## src/rtl/gpr.sv

```systemverilog
// gpr: 32x32 register file with two combinational read ports, an unbypassed debug port,
// optional write-through forwarding, and register 0 hardwired to zero.
`timescale 1ns/100ps
module gpr #(
  parameter bit BYPASS = 1'b1
) (
  input  logic        clk,
  input  logic        reset,
  input  logic [4:0]  read_addr1,
  input  logic [4:0]  read_addr2,
  output logic [31:0] read_data1,
  output logic [31:0] read_data2,
  input  logic        write_en,
  input  logic [4:0]  write_addr,
  input  logic [31:0] write_data,
  input  logic [4:0]  debug_addr,
  output logic [31:0] debug_data
);
  logic [31:0] regs_q [32];
  logic        wr_d;
  logic        fwd1, fwd2;
  assign wr_d = write_en && (write_addr != 5'd0);
  always_ff @(posedge clk or posedge reset) begin
    if (reset) begin
      for (int i = 0; i < 32; i++) regs_q[i] <= '0;
    end else if (wr_d) begin
      regs_q[write_addr] <= write_data;
    end
  end
  // Forwarding is gated by reset so a held write cannot leak through while clearing.
  always_comb begin
    fwd1       = BYPASS && !reset && wr_d && (read_addr1 == write_addr);
    fwd2       = BYPASS && !reset && wr_d && (read_addr2 == write_addr);
    read_data1 = fwd1 ? write_data : (read_addr1 == 5'd0) ? 32'h0 : regs_q[read_addr1];
    read_data2 = fwd2 ? write_data : (read_addr2 == 5'd0) ? 32'h0 : regs_q[read_addr2];
    debug_data = (debug_addr == 5'd0) ? 32'h0 : regs_q[debug_addr];
  end
endmodule

```

## config.mk

```make
export PLATFORM = sky130hd
export DESIGN_NAME = gpr
export DESIGN_NICKNAME = d
export VERILOG_FILES = /design/src/rtl/gpr.sv
export SDC_FILE = /design/constraint.sdc
export NUM_CORES = 2
export LEC_CHECK = 0
export BUFFER_PORTS_ARGS = -buffer_cell sky130_fd_sc_hd__buf_2
export CAP_MARGIN = 30
export CORE_MARGIN = 10
export CORE_UTILIZATION = 45
export CTS_BUF_LIST = sky130_fd_sc_hd__clkbuf_4
export DETAILED_ROUTE_END_ITERATION = 6
export GPL_TIMING_DRIVEN = 0
export PLACE_DENSITY = 0.67
export SYNTH_ARGS = -nofsm -noshare
export SYNTH_HDL_FRONTEND = slang
export SYNTH_SLANG_ARGS = --single-unit
```

## constraint.sdc

```tcl
create_clock -name clk -period 42 [get_ports clk]
set_clock_uncertainty 0.15 [all_clocks]
set_input_delay 8.4 -clock clk [delete_from_list [all_inputs] [get_ports clk]]
set_output_delay 8.4 -clock clk [all_outputs]
set_load 0.01 [all_outputs]
```

==> impl_metrics.py <==
metrics = {
    "floorplanning": {
        "fp.coreArea_sq_um": 140000,
        "start_util_pct": 45.3,
        "ioPinCount": 151,
        "rows": 137,
        "design.die.area_sq_um": 156000,
        "die_boundary_width_um": 395,
        "die_y_um": 395,
    },
    "drt": {
        "route.antenna.remaining_nets": 0,
        "drt-vias-per-instance": 7.19,
        "number_of_drc_violations_after_detailed_routing": 2,
        "detailedRoute.firstIterationViolations": 8159,
        "detailed_route_via_count": 51200,
        "wl_per_cell_um": 41.2,
        "drt-total-wl_um": 293000,
        "router_iterations_before_antenna_repair": 7,
    },
    "setup_path": {
        "cp.arrival_ns": 12.55,
        "cp_max_delay_cell": "sky130_fd_sc_hd__nand2_1",
        "start_kind": "primary input",
        "worst_path_largest_cell_delay_ns": 0.83,
        "rr_startpoint": "regs_q[335]",
        "critPathCapture": "read_data2[19]",
        "timing.critical_path.fanout_max": 10,
        "classification_of_the_worst_setup_path": "in2out",
        "cp-startpoint": "read_addr2[1]",
        "worstSetupEndpointType": "output port",
        "timing.reg2reg.setup_slack_ns": 40.99,
        "crit-reg2reg-capture": "regs_q[335]",
        "worst_ep_required_time_ns": 33.45,
        "worst_r2r_path_depth": 1,
        "worstPathCellList": "buf_2, buf_2, buf_4, buf_2, nand2_1, clkbuf_1, o22ai_1, nor3_1, a32o_1, buf_2",
        "timing.critical_path.mode_cell": "sky130_fd_sc_hd__buf_2",
    },
    "clock_tree": {
        "holdBufCountCts": 0,
        "cts_made_buffers": 305,
        "numClockSinks": 1024,
        "clock_latency_ns": 1.35,
        "h-tree-depth": 5,
        "cts.path.max_buffers": 4,
        "tritoncts_clock_tree": "done",
        "clk_root_buffer_cell": "sky130_fd_sc_hd__clkbuf_4",
        "postCtsResizedCells": 0,
        "cts_post_setup_buffers_inserted": 0,
        "clkTransAtPathRegs_ns": 0.06,
    },
    "layout": {
        "fin_nets": 5074,
        "finish.instance_area_sq_um": 71700,
        "syn2layout_area_growth_pct": 13.2,
        "top_register": "regs_q",
        "biggestRegsByFlops": "regs_q x1024",
        "drive_above_1_share_pct": 50.1,
        "largest_register_ff_count": 1024,
    },
    "power_and_ir_drop": {
        "p_per_area_nw_per_um2": 45.1,
        "worst_ir_drop_vdd_mv": 0.0314,
        "p_leak_nw": 31.3,
        "fin_total_pwr_mw": 3.23,
    },
    "sta": {
        "final-hold-violation-count": 0,
        "grt_setup_unrepaired": "no",
        "fin_crit_ns": 21.10,
        "setup_violations_final": 0,
        "clock.fmax_mhz": 47.4,
        "fin_crit_sh_pct": 50.2,
        "timing.setup.tns_ns": 0,
        "whs_ns": 0.352,
        "maxSlewViolCount": 0,
        "timing.slew.headroom_pct": 18.1,
        "worstMarginPinSlew_ns": 1.23,
    },
    "synthesis": {
        "asr_flop_ratio_synth_pct": 100,
        "post_synth_num_cell_types": 50,
        "seq_area_frac_synth_pct": 40.4,
        "yosysWarnings": 0,
        "synth_top_flop_cell": "sky130_fd_sc_hd__dfrtp_1",
        "post_synthesis_area_per_instance_sq_um": 14.2,
        "synth_enable_flop_cells": 0,
        "netlist_instances": 4471,
        "netlist_top_cells_area": "sky130_fd_sc_hd__dfrtp_1, sky130_fd_sc_hd__mux4_2, sky130_fd_sc_hd__mux2_2",
        "post-synth-top-area-cell": "sky130_fd_sc_hd__dfrtp_1",
        "synthesis.area_sq_um": 63400,
        "synth.ff_latch_count": 1024,
        "synth.net_count": 4526,
        "synth_top_area_share_pct": 40.4,
    },
    "status": {
        "status": "finished, violations left",
        "violations": "design-rule violations",
    },
    "hold_path": {
        "hold_path_start": "regs_q[1009]",
        "timing.hold.worst.class": "reg2reg",
        "holdPathStages": 1,
    },
    "global_route": {
        "first_global_vias": 50300,
        "top_usage_layer": "met2",
        "wire_length_of_the_first_global_routing_pass_um": 401000,
        "antenna_found_initial": 39,
        "global_route.usage.met3_pct": 21.1,
        "met2_track_utilization_from_global_routing_pct": 48.6,
        "met1_usage_pct": 44.7,
        "globalRoute.totalOverflow": 0,
        "pin_count_of_the_biggest_net_entering_global_routing": 128,
        "grt_usage_pct": 36.6,
    },
    "job": {
        "maxCapViolCount": 0,
    },
    "placed_design": {
        "post_dp_cell_area_sq_um": 67900,
        "gpl.final_weighted_congestion": 1.08,
        "post-dp-hpwl_um": 216000,
        "port-buffer-count": 139,
    },
}
[metrics by stage]
stage / setup WS [ns] / cells / util (%)
after global routing: 21.10 / 7106 / 51.3
after detailed placement: 21.35 / 6577 / 48.6
after floorplan: 4.63 / 4471 / -
after global placement: -7.19 / 6486 / 47.5
after CTS: 21.33 / 7086 / 51.2
final: 20.90 / 7125 / 51.3
[cells in the mapped netlist, types with 2 or more instances]
| master | number |
|---|---|
| sky130_fd_sc_hd__nand3b_1 | 4 |
| sky130_fd_sc_hd__nand2b_1 | 3 |
| sky130_fd_sc_hd__dfrtp_1 | 1024 |
| sky130_fd_sc_hd__o22ai_1 | 83 |
| sky130_fd_sc_hd__buf_6 | 4 |
| sky130_fd_sc_hd__nand4b_1 | 3 |
| sky130_fd_sc_hd__mux2i_1 | 403 |
| sky130_fd_sc_hd__buf_1 | 101 |
| sky130_fd_sc_hd__mux2_2 | 1048 |
| sky130_fd_sc_hd__xor2_1 | 9 |
| sky130_fd_sc_hd__o22a_1 | 14 |
| sky130_fd_sc_hd__o21ai_0 | 34 |
| sky130_fd_sc_hd__inv_1 | 34 |
| sky130_fd_sc_hd__a21oi_1 | 70 |
| sky130_fd_sc_hd__a22o_1 | 30 |
| sky130_fd_sc_hd__nand3_1 | 59 |
| sky130_fd_sc_hd__buf_2 | 185 |
| sky130_fd_sc_hd__a32o_1 | 31 |
| sky130_fd_sc_hd__nor2b_1 | 7 |
| sky130_fd_sc_hd__a221o_1 | 13 |
| sky130_fd_sc_hd__nor3b_1 | 3 |
| sky130_fd_sc_hd__and2_1 | 5 |
| sky130_fd_sc_hd__a211o_1 | 14 |
| sky130_fd_sc_hd__a2111o_1 | 18 |
| sky130_fd_sc_hd__o211ai_1 | 7 |
| sky130_fd_sc_hd__nand4_1 | 23 |
| sky130_fd_sc_hd__or2_2 | 2 |
| sky130_fd_sc_hd__buf_4 | 25 |
| sky130_fd_sc_hd__a221oi_1 | 29 |
| sky130_fd_sc_hd__o221ai_1 | 18 |
| sky130_fd_sc_hd__nor2_1 | 19 |
| sky130_fd_sc_hd__a22oi_1 | 99 |
| sky130_fd_sc_hd__mux4_2 | 640 |
| sky130_fd_sc_hd__nand2_1 | 150 |
| sky130_fd_sc_hd__clkbuf_1 | 224 |
| sky130_fd_sc_hd__nor3_1 | 22 |
[power by group]
part / switching [mW] / internal [mW]
registers: 0.201 / 1.17
clock network: 0.473 / 0.486
logic: 0.435 / 0.464
[layer usage]
metal,up-vias,routed length [um],part of all wire [%]
li1,18900,-,-
met3,1181,50300,17
met4,26,22500,7.7
met2,4777,117000,40
met1,26300,103000,35
met5,-,236,0.080
[worst min-delay path by stage]
stage                         to  slack (ns)
floorplan           regs_q[1001]        0.31
global placement    regs_q[1011]        0.33
detailed placement   regs_q[995]        0.34
CTS                  regs_q[995]        0.35
global route         regs_q[999]        0.37
finish              regs_q[1009]        0.35
[cell type report]
type,count,area (sq um)
fill,12100,68000
multi-input combinational,2874,35200
sequential,1024,25600
clock buffer,443,3330
buffer,539,2390
tap,1876,2350
timing repair buffer,241,2280
clock inverter,66,285
inverter,34,135
antenna,28,70.1
[cell usage in the layout (no fill, tap or decap), types with 13 or more instances in the layout]
cell | Yosys | final
sky130_fd_sc_hd__a2111o_1 | 18 | 18
sky130_fd_sc_hd__a211o_1 | 14 | 14
sky130_fd_sc_hd__a21oi_1 | 70 | 70
sky130_fd_sc_hd__a221o_1 | 13 | 13
sky130_fd_sc_hd__a221oi_1 | 29 | 29
sky130_fd_sc_hd__a22o_1 | 30 | 30
sky130_fd_sc_hd__a22oi_1 | 99 | 99
sky130_fd_sc_hd__a32o_1 | 31 | 31
sky130_fd_sc_hd__buf_1 | 101 | 97
sky130_fd_sc_hd__buf_2 | 185 | 329
sky130_fd_sc_hd__buf_4 | 25 | 27
sky130_fd_sc_hd__buf_6 | 4 | 14
sky130_fd_sc_hd__buf_8 | 0 | 73
sky130_fd_sc_hd__clkbuf_1 | 224 | 222
sky130_fd_sc_hd__clkbuf_4 | 0 | 447
sky130_fd_sc_hd__clkinv_1 | 0 | 50
sky130_fd_sc_hd__dfrtp_1 | 1024 | 1024
sky130_fd_sc_hd__diode_2 | 0 | 28
sky130_fd_sc_hd__inv_1 | 34 | 33
sky130_fd_sc_hd__mux2_2 | 1048 | 1048
sky130_fd_sc_hd__mux2i_1 | 403 | 403
sky130_fd_sc_hd__mux4_2 | 640 | 640
sky130_fd_sc_hd__nand2_1 | 150 | 150
sky130_fd_sc_hd__nand3_1 | 59 | 59
sky130_fd_sc_hd__nand4_1 | 23 | 23
sky130_fd_sc_hd__nor2_1 | 19 | 19
sky130_fd_sc_hd__nor3_1 | 22 | 22
sky130_fd_sc_hd__o21ai_0 | 34 | 34
sky130_fd_sc_hd__o221ai_1 | 18 | 18
sky130_fd_sc_hd__o22a_1 | 14 | 14
sky130_fd_sc_hd__o22ai_1 | 83 | 83
[critical path, delay by kind of cell]
family	cells	cell delay (ns)
and+or+nand+nor	2	0.98
buffers and inverters	6	2.22
AOI/OAI and AO/OA	2	0.90
[logic make-up after synthesis]
logic type             count (synthesis)  synth area share, %
AND/OR/NAND/NOR                      307                 2.27
AO/OA/AOI/OAI                        465                 5.43
XOR/XNOR                              10                0.138
buffers and inverters                573                 3.96
multiplexers                        2092                 47.8
flip-flops                          1024                 40.4
No activity file was read; power rests on OpenSTA's default activity.
